===== config.mk =====
export PLATFORM = sky130hd
export DESIGN_NAME = dmem_req_adapter
export DESIGN_NICKNAME = d
export VERILOG_FILES = /design/src/rtl/dmem_pkg.sv /design/src/rtl/dmem_rsp_fifo.sv /design/src/rtl/dmem_req_adapter.sv
export SDC_FILE = /design/constraint.sdc
export NUM_CORES = 1
export LEC_CHECK = 0
export ABC_CLOCK_PERIOD_IN_PS = 3900
export CAP_MARGIN = 20
export CORE_ASPECT_RATIO = 1.25
export CORE_MARGIN = 3
export CORE_UTILIZATION = 48
export DETAILED_ROUTE_END_ITERATION = 10
export PLACE_DENSITY = 0.82
export SYNTH_ARGS = -nofsm -noshare
export SYNTH_HDL_FRONTEND = slang
export SYNTH_HIERARCHICAL = 1
export SYNTH_SLANG_ARGS = --single-unit

===== constraint.sdc =====
create_clock -name clk -period 3.9 [get_ports clk]
set_clock_uncertainty 0.2 [all_clocks]
set_input_delay 1.17 -clock clk [delete_from_list [all_inputs] [get_ports clk]]
set_output_delay 1.17 -clock clk [all_outputs]
set_load 0.05 [all_outputs]

===== src/rtl/dmem_pkg.sv =====
// Shared types for the data-memory request adapter: access sizes, response record, load alignment.
// Pure declarations; no state, no timing.
package dmem_pkg;

    typedef enum logic [1:0] {
        SZ_B   = 2'd0,
        SZ_H   = 2'd1,
        SZ_W   = 2'd2,
        SZ_ILL = 2'd3
    } size_e;

    typedef struct packed {
        logic [31:0] rdata;
        logic        err;
    } rsp_t;

    localparam int RSPQ_DEPTH = 3;

    // Shift the addressed lane down to bit 0, then extend from the access width.
    function automatic logic [31:0] load_align(
        input logic [31:0] rdata,
        input logic [1:0]  offset,
        input size_e       size,
        input logic        is_unsigned
    );
        logic [31:0] sh;
        sh = rdata >> {offset, 3'b000};
        case (size)
            SZ_B:    load_align = is_unsigned ? {24'd0, sh[7:0]}  : {{24{sh[7]}}, sh[7:0]};
            SZ_H:    load_align = is_unsigned ? {16'd0, sh[15:0]} : {{16{sh[15]}}, sh[15:0]};
            default: load_align = sh;
        endcase
    endfunction

endpackage


===== src/rtl/dmem_rsp_fifo.sv =====
// In-order response queue; head visible combinationally, push/pop take effect on the next edge.
// No internal backpressure: the producer guarantees it never pushes into a full queue.
module dmem_rsp_fifo
    import dmem_pkg::*;
#(
    parameter int DEPTH = RSPQ_DEPTH
) (
    input  logic                         clk,
    input  logic                         rst_n,
    input  logic                         i_push,
    input  rsp_t                         i_push_dat,
    input  logic                         i_pop,
    output rsp_t                         o_head_dat,
    output logic [$clog2(DEPTH+1)-1:0]   o_count
);
    localparam int PW = (DEPTH > 1) ? $clog2(DEPTH) : 1;
    localparam int CW = $clog2(DEPTH+1);

    rsp_t            r_mem [DEPTH];
    logic [PW-1:0]   r_wr_ptr;
    logic [PW-1:0]   r_rd_ptr;
    logic [CW-1:0]   r_count;
    logic            w_pop;

    // Pointers wrap explicitly because DEPTH need not be a power of two.
    function automatic logic [PW-1:0] ptr_next(input logic [PW-1:0] p);
        ptr_next = (p == PW'(DEPTH-1)) ? '0 : p + 1'b1;
    endfunction

    assign w_pop      = i_pop && (r_count != '0);
    assign o_head_dat = r_mem[r_rd_ptr];
    assign o_count    = r_count;

    always_ff @(posedge clk or negedge rst_n) begin
        if (!rst_n) begin
            r_wr_ptr <= '0;
            r_rd_ptr <= '0;
            r_count  <= '0;
        end else begin
            if (i_push) r_wr_ptr <= ptr_next(r_wr_ptr);
            if (w_pop)  r_rd_ptr <= ptr_next(r_rd_ptr);
            case ({i_push, w_pop})
                2'b10:   r_count <= r_count + 1'b1;
                2'b01:   r_count <= r_count - 1'b1;
                default: r_count <= r_count;
            endcase
        end
    end

    always_ff @(posedge clk) begin
        if (i_push) r_mem[r_wr_ptr] <= i_push_dat;
    end

endmodule


===== src/rtl/dmem_req_adapter.sv =====
// Core-to-memory request front end: alignment check, byte enables, read-data alignment; 2-cycle response latency.
// Request ready drops when queued plus in-flight responses would reach the queue depth; no comb path from i_rsp_ready.
module dmem_req_adapter
    import dmem_pkg::*;
#(
    parameter int DEPTH       = 2048,
    parameter int ADDR_WIDTH  = $clog2(DEPTH),
    parameter int DATA_WIDTH  = 32,
    parameter int DATA_BYTES  = DATA_WIDTH/8,
    parameter int BADDR_WIDTH = ADDR_WIDTH + $clog2(DATA_BYTES)
) (
    input  logic                    clk,
    input  logic                    rst_n,
    input  logic                    i_req_valid,
    output logic                    o_req_ready,
    input  logic                    i_req_we,
    input  logic [BADDR_WIDTH-1:0]  i_req_addr,
    input  logic [1:0]              i_req_size,
    input  logic                    i_req_unsigned,
    input  logic [DATA_WIDTH-1:0]   i_req_wdata,
    output logic                    o_rsp_valid,
    input  logic                    i_rsp_ready,
    output logic [DATA_WIDTH-1:0]   o_rsp_rdata,
    output logic                    o_rsp_err,
    output logic [ADDR_WIDTH-1:0]   o_mem_addr,
    output logic [DATA_WIDTH-1:0]   o_mem_wdata,
    output logic [DATA_BYTES-1:0]   o_mem_wen,
    input  logic [DATA_WIDTH-1:0]   i_mem_rdata
);
    localparam int QCW = $clog2(RSPQ_DEPTH+1);
    localparam int OCW = QCW + 1;

    size_e            w_size;
    logic [1:0]       w_off;
    logic             w_err;
    logic             w_accept;
    logic [3:0]       w_mask;
    logic [QCW-1:0]   w_q_count;
    logic             w_pop;
    rsp_t             w_push_dat;
    rsp_t             w_head_dat;

    logic             r_s1_vld;
    logic             r_s1_we;
    logic             r_s1_err;
    logic             r_s1_uns;
    size_e            r_s1_size;
    logic [1:0]       r_s1_off;

    assign w_size = size_e'(i_req_size);
    assign w_off  = i_req_addr[1:0];
    assign w_err  = (w_size == SZ_ILL)
                 || (w_size == SZ_H && w_off[0])
                 || (w_size == SZ_W && w_off != 2'b00);

    // Counting the stage-1 slot reserves queue space for the response already in flight.
    assign o_req_ready = rst_n && ((OCW'(w_q_count) + OCW'(r_s1_vld)) < OCW'(RSPQ_DEPTH));
    assign w_accept    = i_req_valid && o_req_ready;

    always_comb begin
        w_mask      = 4'b1111;
        o_mem_wdata = i_req_wdata;
        case (w_size)
            SZ_B: begin
                w_mask      = 4'b0001;
                o_mem_wdata = {4{i_req_wdata[7:0]}};
            end
            SZ_H: begin
                w_mask      = 4'b0011;
                o_mem_wdata = {2{i_req_wdata[15:0]}};
            end
            default: begin
                w_mask      = 4'b1111;
                o_mem_wdata = i_req_wdata;
            end
        endcase
    end

    assign o_mem_addr = i_req_addr[BADDR_WIDTH-1:2];
    assign o_mem_wen  = (w_accept && i_req_we && !w_err) ? DATA_BYTES'(w_mask << w_off) : '0;

    always_ff @(posedge clk or negedge rst_n) begin
        if (!rst_n) begin
            r_s1_vld  <= 1'b0;
            r_s1_we   <= 1'b0;
            r_s1_err  <= 1'b0;
            r_s1_uns  <= 1'b0;
            r_s1_size <= SZ_B;
            r_s1_off  <= 2'b00;
        end else begin
            r_s1_vld <= w_accept;
            if (w_accept) begin
                r_s1_we   <= i_req_we;
                r_s1_err  <= w_err;
                r_s1_uns  <= i_req_unsigned;
                r_s1_size <= w_size;
                r_s1_off  <= w_off;
            end
        end
    end

    // Memory data arrives this cycle for the request accepted last cycle.
    assign w_push_dat.rdata = (!r_s1_we && !r_s1_err)
                            ? load_align(i_mem_rdata, r_s1_off, r_s1_size, r_s1_uns) : 32'd0;
    assign w_push_dat.err   = r_s1_err;

    assign o_rsp_valid = (w_q_count != '0);
    assign w_pop       = o_rsp_valid && i_rsp_ready;
    assign o_rsp_rdata = o_rsp_valid ? w_head_dat.rdata : '0;
    assign o_rsp_err   = o_rsp_valid ? w_head_dat.err : 1'b0;

    dmem_rsp_fifo #(
        .DEPTH (RSPQ_DEPTH)
    ) u_rspq (
        .clk        (clk),
        .rst_n      (rst_n),
        .i_push     (r_s1_vld),
        .i_push_dat (w_push_dat),
        .i_pop      (w_pop),
        .o_head_dat (w_head_dat),
        .o_count    (w_q_count)
    );

endmodule


### Yosys cells after proc, flatten, opt, wreduce, memory -nomap -nowiden

Memory sizes are Yosys's and may differ from the RTL's.
Cells that the tools add are included.

* add/sub/neg operators: 5
* reductions and logical operators: 19
* eq/ne operators: 8
* multiplexer cells: 14
* shift operators: 2
* magnitude comparators: 1

Operators by type and width (number)
* $mux 32: 4
* $pmux 32 s2: 2
* $shr 32x5->32: 1
* $eq 2x2->1 const B: 5
* $logic_and 1x1->1: 9
* $pmux 4 s2: 1
* $add 2x1->2 const B: 3
* $eq 2x1->1 const B: 3
* $reduce_bool 2->1: 3
* $logic_not 2->1: 2
* $mux 2: 2
* $mux 4: 1
* $pmux 2 s2: 1
* $shl 4x2->4: 1
* $add 2x1->3: 1
* $logic_not 1->1: 3
* $lt 3x2->1 const B: 1
* $mux 1: 3
* $logic_or 1x1->1: 2
* $sub 2x1->2 const B: 1

* bits of input ports: 85
* logic and storage cells: 59
* memories: 1
* output and inout port bits: 82
* bits in registers: 14
* RAM bits: 99

Memories
* u_rspq.r_mem: depth 3, width 33, read ports 1, clocked after memory_dff 0, write ports 1, RTL line dmem_rsp_fifo.sv:19 `rsp_t r_mem [DEPTH];`

### Logic depth before layout (Yosys ltp)

* depth in word-level cells: 7
* gate-level depth with buffers: 8
* mapped depth without buffers: 8

### Modules after synthesis

The synthesis kept the hierarchy.

Modules (own cells, without submodules)
* dmem_rsp_fifo: cells each 234, seq. area each 3123.0 um^2, area each 3972.6 um^2, instances 1
* dmem_req_adapter: cells each 247, seq. area each 200.2 um^2, area each 1895.6 um^2, instances 1

### Worst setup path after synthesis

OpenSTA, ideal clock, no wires.

* path kind: input -> output
* start: input port rst_n
* end: output port o_mem_wen[1]
* arrival time: 2.998 ns
* data required time: 2.530 ns
* setup slack: -0.468 ns
* buffers on the path: 0
* stages on the path: 4
* cells stage by stage: inv_1 a2111oi_4 nand2_2 nor3_1

* cells in the longest elaborated chain, start to end: 5

Ends and longest elaborated chain
* start: declaration: RTL line dmem_req_adapter.sv:13 `input logic rst_n,`
* $logic_and 1x1->1: RTL line dmem_req_adapter.sv:57 `assign o_req_ready = rst_n && ((OCW'(w_q_count) + OCW'(r_s1_vld)) < OCW'(RSPQ_DEPTH));`
* $logic_and 1x1->1: RTL line dmem_req_adapter.sv:58 `assign w_accept = i_req_valid && o_req_ready;`
* named net w_accept: RTL line dmem_req_adapter.sv:36 `logic w_accept;`
* $logic_and 1x1->1 (2 in a row): RTL line dmem_req_adapter.sv:80 `assign o_mem_wen = (w_accept && i_req_we && !w_err) ? DATA_BYTES'(w_mask << w_off) : '0;`
* $mux 4: RTL line dmem_req_adapter.sv:80
* end: declaration: RTL line dmem_req_adapter.sv:27 `output logic [DATA_BYTES-1:0] o_mem_wen,`

The timed path passes the listed nets, and every way through them passes these cells.

### Final worst setup path

* start: input port rst_n
* end: output port o_mem_wen[3]

The elaborated chain is that of the path after synthesis.

==> metrics.md <==
| Metric | Value |
|---|---|
| Vias in the first global route | 4603 |
| Async SR Flop Fraction | 12.4% |
| Routed Antenna Nets | 0 |
| Critical path fanouts, max | 5 |
| Setup TNS | 0 ps |
| Syn Inst Count | 481 |
| Ys flop type | edfxtp_1 |
| Hold_buf cts | 0 |
| Top cell type by total area after synthesis | edfxtp_1 |
| CTS tree | yes |
| Setup crit end kind | primary output |
| Clock latency on the worst-skew pair | 410 ps |
| Clk sinks | 113 |
| Clk pwr share | 23.2% |
| Placed Instance Area | 7640 um2 |
| Total track usage | 23.4% |
| Storage cell area | 3330 um2 |
| Comb power frac | 47.5% |
| Cells on worst reg2reg path | 4 |
| Hold Path Class | flip-flop to flip-flop |
| Worst-Margin Slew | 951 ps |
| Congestion Overflow GR | 0 |
| Final setup fails | 0 |
| Synth top area cells | edfxtp_1 51%, mux2i_1 9.9%, dfrtp_1 6.0% |
| Run status | complete, no violations |
| P per Cell Area | around 790 nW/um2 |
| RD Place Congestion | 0.807 |
| Final cell count without fillers | 798 |
| Flop-to-flop setup slack | 1160 ps |
| Design area | approximately 8300 um2 |
| Peak supply drop | 0.000363 V |
| HP Start | r_s1_we |
| Static Leak | 3.27 nW |
| R2r endpoint | u_rspq/r_mem[1][22] |
| Fmax | ~260 MHz |
| Count of cell types in the netlist | 40 |
| Clock Tree Root | clkbuf_16 |
| Most numerous cell in the Yosys netlist | edfxtp_1 |
| Max cap viols | 0 |
| Post-DR vias/cell | 5.57 |
| CTS buffer count | 17 |
| Largest net degree at the start of global routing | 39 |
| HPWL after DPL | 11200 um |
| Number of synthesis warnings | 6 |
| Register area share after synthesis | 56.6% |
| Die ar. | 13600 um2 |
| Area of the multi-input gates | roughly 2300 um2 |
| Sw Pwr | 2.71 mW |
| Core area | 11800 um2 |
| Worst setup path category | primary input to primary output |
| Switch share | 41.5% |
| Ports | 167 |
| First-pass GRT wire length | between 20000 and 25000 um |
| RSZ-0062 raised after global routing | no |
| Synth Register Bits | 113 |
| FP Rows | 44 |
| Net count after synthesis | 569 |
| Final Max Slew Viols | 0 |
| Most frequent cells after synthesis | 99 x edfxtp_1, 58 x mux2i_1, 44 x nand2_1, 43 x nor2b_1, 34 x o21ai_1 |
| Post-placement cell count | 764 |
| Clock Path Buffers | 2 |
| FF-to-FF Start | r_s1_off[1] |
| Final hold vios | 0 |
| Synthesized area per cell | 12.2 um2 |
| Area Overhead vs Synth | 40.9% |
| Die X | 105 um |
| Routed WL | 15500 um |
| Via count of the routed design | 4441 |
| # DRC | 0 |
| Port bufs | 144 |
| Initial Util | 49.8% |
| Yosys top cell area share | around 51% |
| Routed len/inst | just under 20 um |
| DR pass1 iterations | 5 |
| Initial antenna violation count | 0 |
| Req. time, crit path | 2530 ps |
| Synthesized area | 5870 um2 |
| WHS Endpoint | r_s1_we |
| Worst Hold Depth | 2 |
| Die Ht | 130 um |
| Critical Path Source Type | primary input |
| Tcrit/Tclk final | between 90% and 100% |
| Data arrival at the endpoint of the critical path | approximately 2500 ps |
| Nets | about 700 |
| Post-synth EDFFs | 99 |
| Int Power | between 3 and 4 mW |
| Slew margin rel. | 36.2% |
| Clk slew on worst S/H paths | around 50 ps |
| Crit path time final | around 3900 ps |
| Inserted Diodes | 0 |
| Part of the power in registers | between 20% and 30% |
| Filler cells | between 800 and 900 |
| Share of layout cells above drive strength 1 | 27.8% |
| H-tree Lvls | 4 |
| First-iteration detailed-routing DRC count | 417 |
## cell families (layout without fill, tap and decap cells)
kind of cell	Yosys count	count (layout)	share of synthesized area [%]
AO/OA/AOI/OAI	106	106	11.1
XOR/XNOR	4	4	0.597
adder cells (fa/ha/maj)	3	3	0.640
buffers and inverters	55	211	6.14
flip-flops	113	113	56.6
multiplexers	81	81	14.4
AND/OR/NAND/NOR	119	119	10.5
## worst max-delay path by stage
| stage | from | to | depth (start not counted) |
|---|---|---|---|
| 2_1_floorplan | i_req_valid | o_mem_wen[0] | 4 |
| 3_3_place_gp | i_req_valid | o_mem_wen[0] | 6 |
| 3_5_place_dp | i_req_valid | o_mem_wen[0] | 6 |
| 4_1_cts | u_rspq/o_count[0] | o_mem_wen[3] | 7 |
| 5_1_grt | u_rspq/o_count[0] | o_mem_wen[3] | 7 |
| 6_report | rst_n | o_mem_wen[3] | 7 |
## flip-flops by register name, summed over array words and instances (netlist names)
name and cells:
r_s1_vld 1, r_s1_off 2, r_s1_uns 1, r_s1_err 1, u_rspq/r_rd_ptr 2, u_rspq/o_count 2, r_s1_we 1, u_rspq/r_mem 99
r_s1_size 2, u_rspq/r_wr_ptr 2
## what timing repair did
action	in CTS	in global routing
pin swaps	4	3
gates resized for setup	7	1
setup endpoints to repair	4	4
buffers inserted	2	0
## power by group through the flow
stage | clock (mW) | sequential, mW | combinational, mW
4_1_cts | 1.53 | 1.90 | 3.11
2_1_floorplan | 0 | 1.78 | 2.32
6_report | 1.52 | 1.91 | 3.10
5_1_grt | 1.59 | 1.93 | 3.28
3_5_place_dp | 0 | 1.92 | 3.08
3_3_place_gp | 0 | 1.90 | 3.02
## critical path: stages
cell and delay (ps):
clkdlybuf4s15_2 220, inv_1 90, a2111oi_4 330, nand2_2 180
buf_4 180, nor2_2 160, buf_12 160
## area by class of cell
class	instances	share of cell area (%)
sequential	113	40.2
clock buffer	31	7.28
multi-input combinational	313	27.3
inverter	7	0.409
tap	161	2.44
timing repair buffer	172	22.3
clock inverter	1	0.0606
## stage by stage
step / hold WS, ps / power [mW] / worst slack [ps] / utilization (%)
floorplan: 288 / 4.11 / -63.6 / -
detailed placement: 348 / 5.00 / -336 / 64.8
CTS: 360 / 6.54 / 18.2 / 70.1
global placement: 324 / 4.91 / -300 / 64.8
finish: 364 / 6.52 / 39.3 / 70.2
global route: 396 / 6.80 / 1.60 / 70.2
## cells in the final DEF (no fill, tap or decap), types with 2 or more instances in the layout
cell / netlist / routed
a2111oi_4: 1 / 2
a211oi_1: 15 / 15
a21o_1: 11 / 11
a21oi_1: 10 / 10
and3_1: 7 / 7
buf_12: 3 / 29
buf_4: 20 / 69
clkbuf_1: 9 / 5
clkbuf_16: 0 / 20
clkbuf_8: 0 / 6
clkdlybuf4s50_1: 0 / 70
dfrtp_1: 14 / 12
dfrtp_2: 0 / 2
dlygate4sd2_1: 0 / 2
edfxtp_1: 99 / 99
ha_1: 3 / 3
inv_1: 7 / 6
mux2_2: 22 / 22
mux2i_1: 58 / 58
nand2_1: 44 / 44
nor2_1: 11 / 8
nor2_2: 0 / 3
nor2b_1: 43 / 42
nor3_2: 2 / 5
o21ai_0: 30 / 22
o21ai_1: 34 / 34
o21ai_2: 0 / 8
xnor2_1: 2 / 2
xor2_1: 2 / 2
## routing by layer
| layer | track usage [%] | routed length (um) | vias to the layer above |
|---|---|---|---|
| li1 | - | - | 2034 |
| met1 | 25.4 | 5500 | 2101 |
| met2 | 41.2 | 8010 | 267 |
| met3 | 7.87 | 1470 | 39 |
| met4 | 11.4 | 520 | 0 |
| met5 | 0 | 0 | - |
Power figures use the tool's default switching activity.
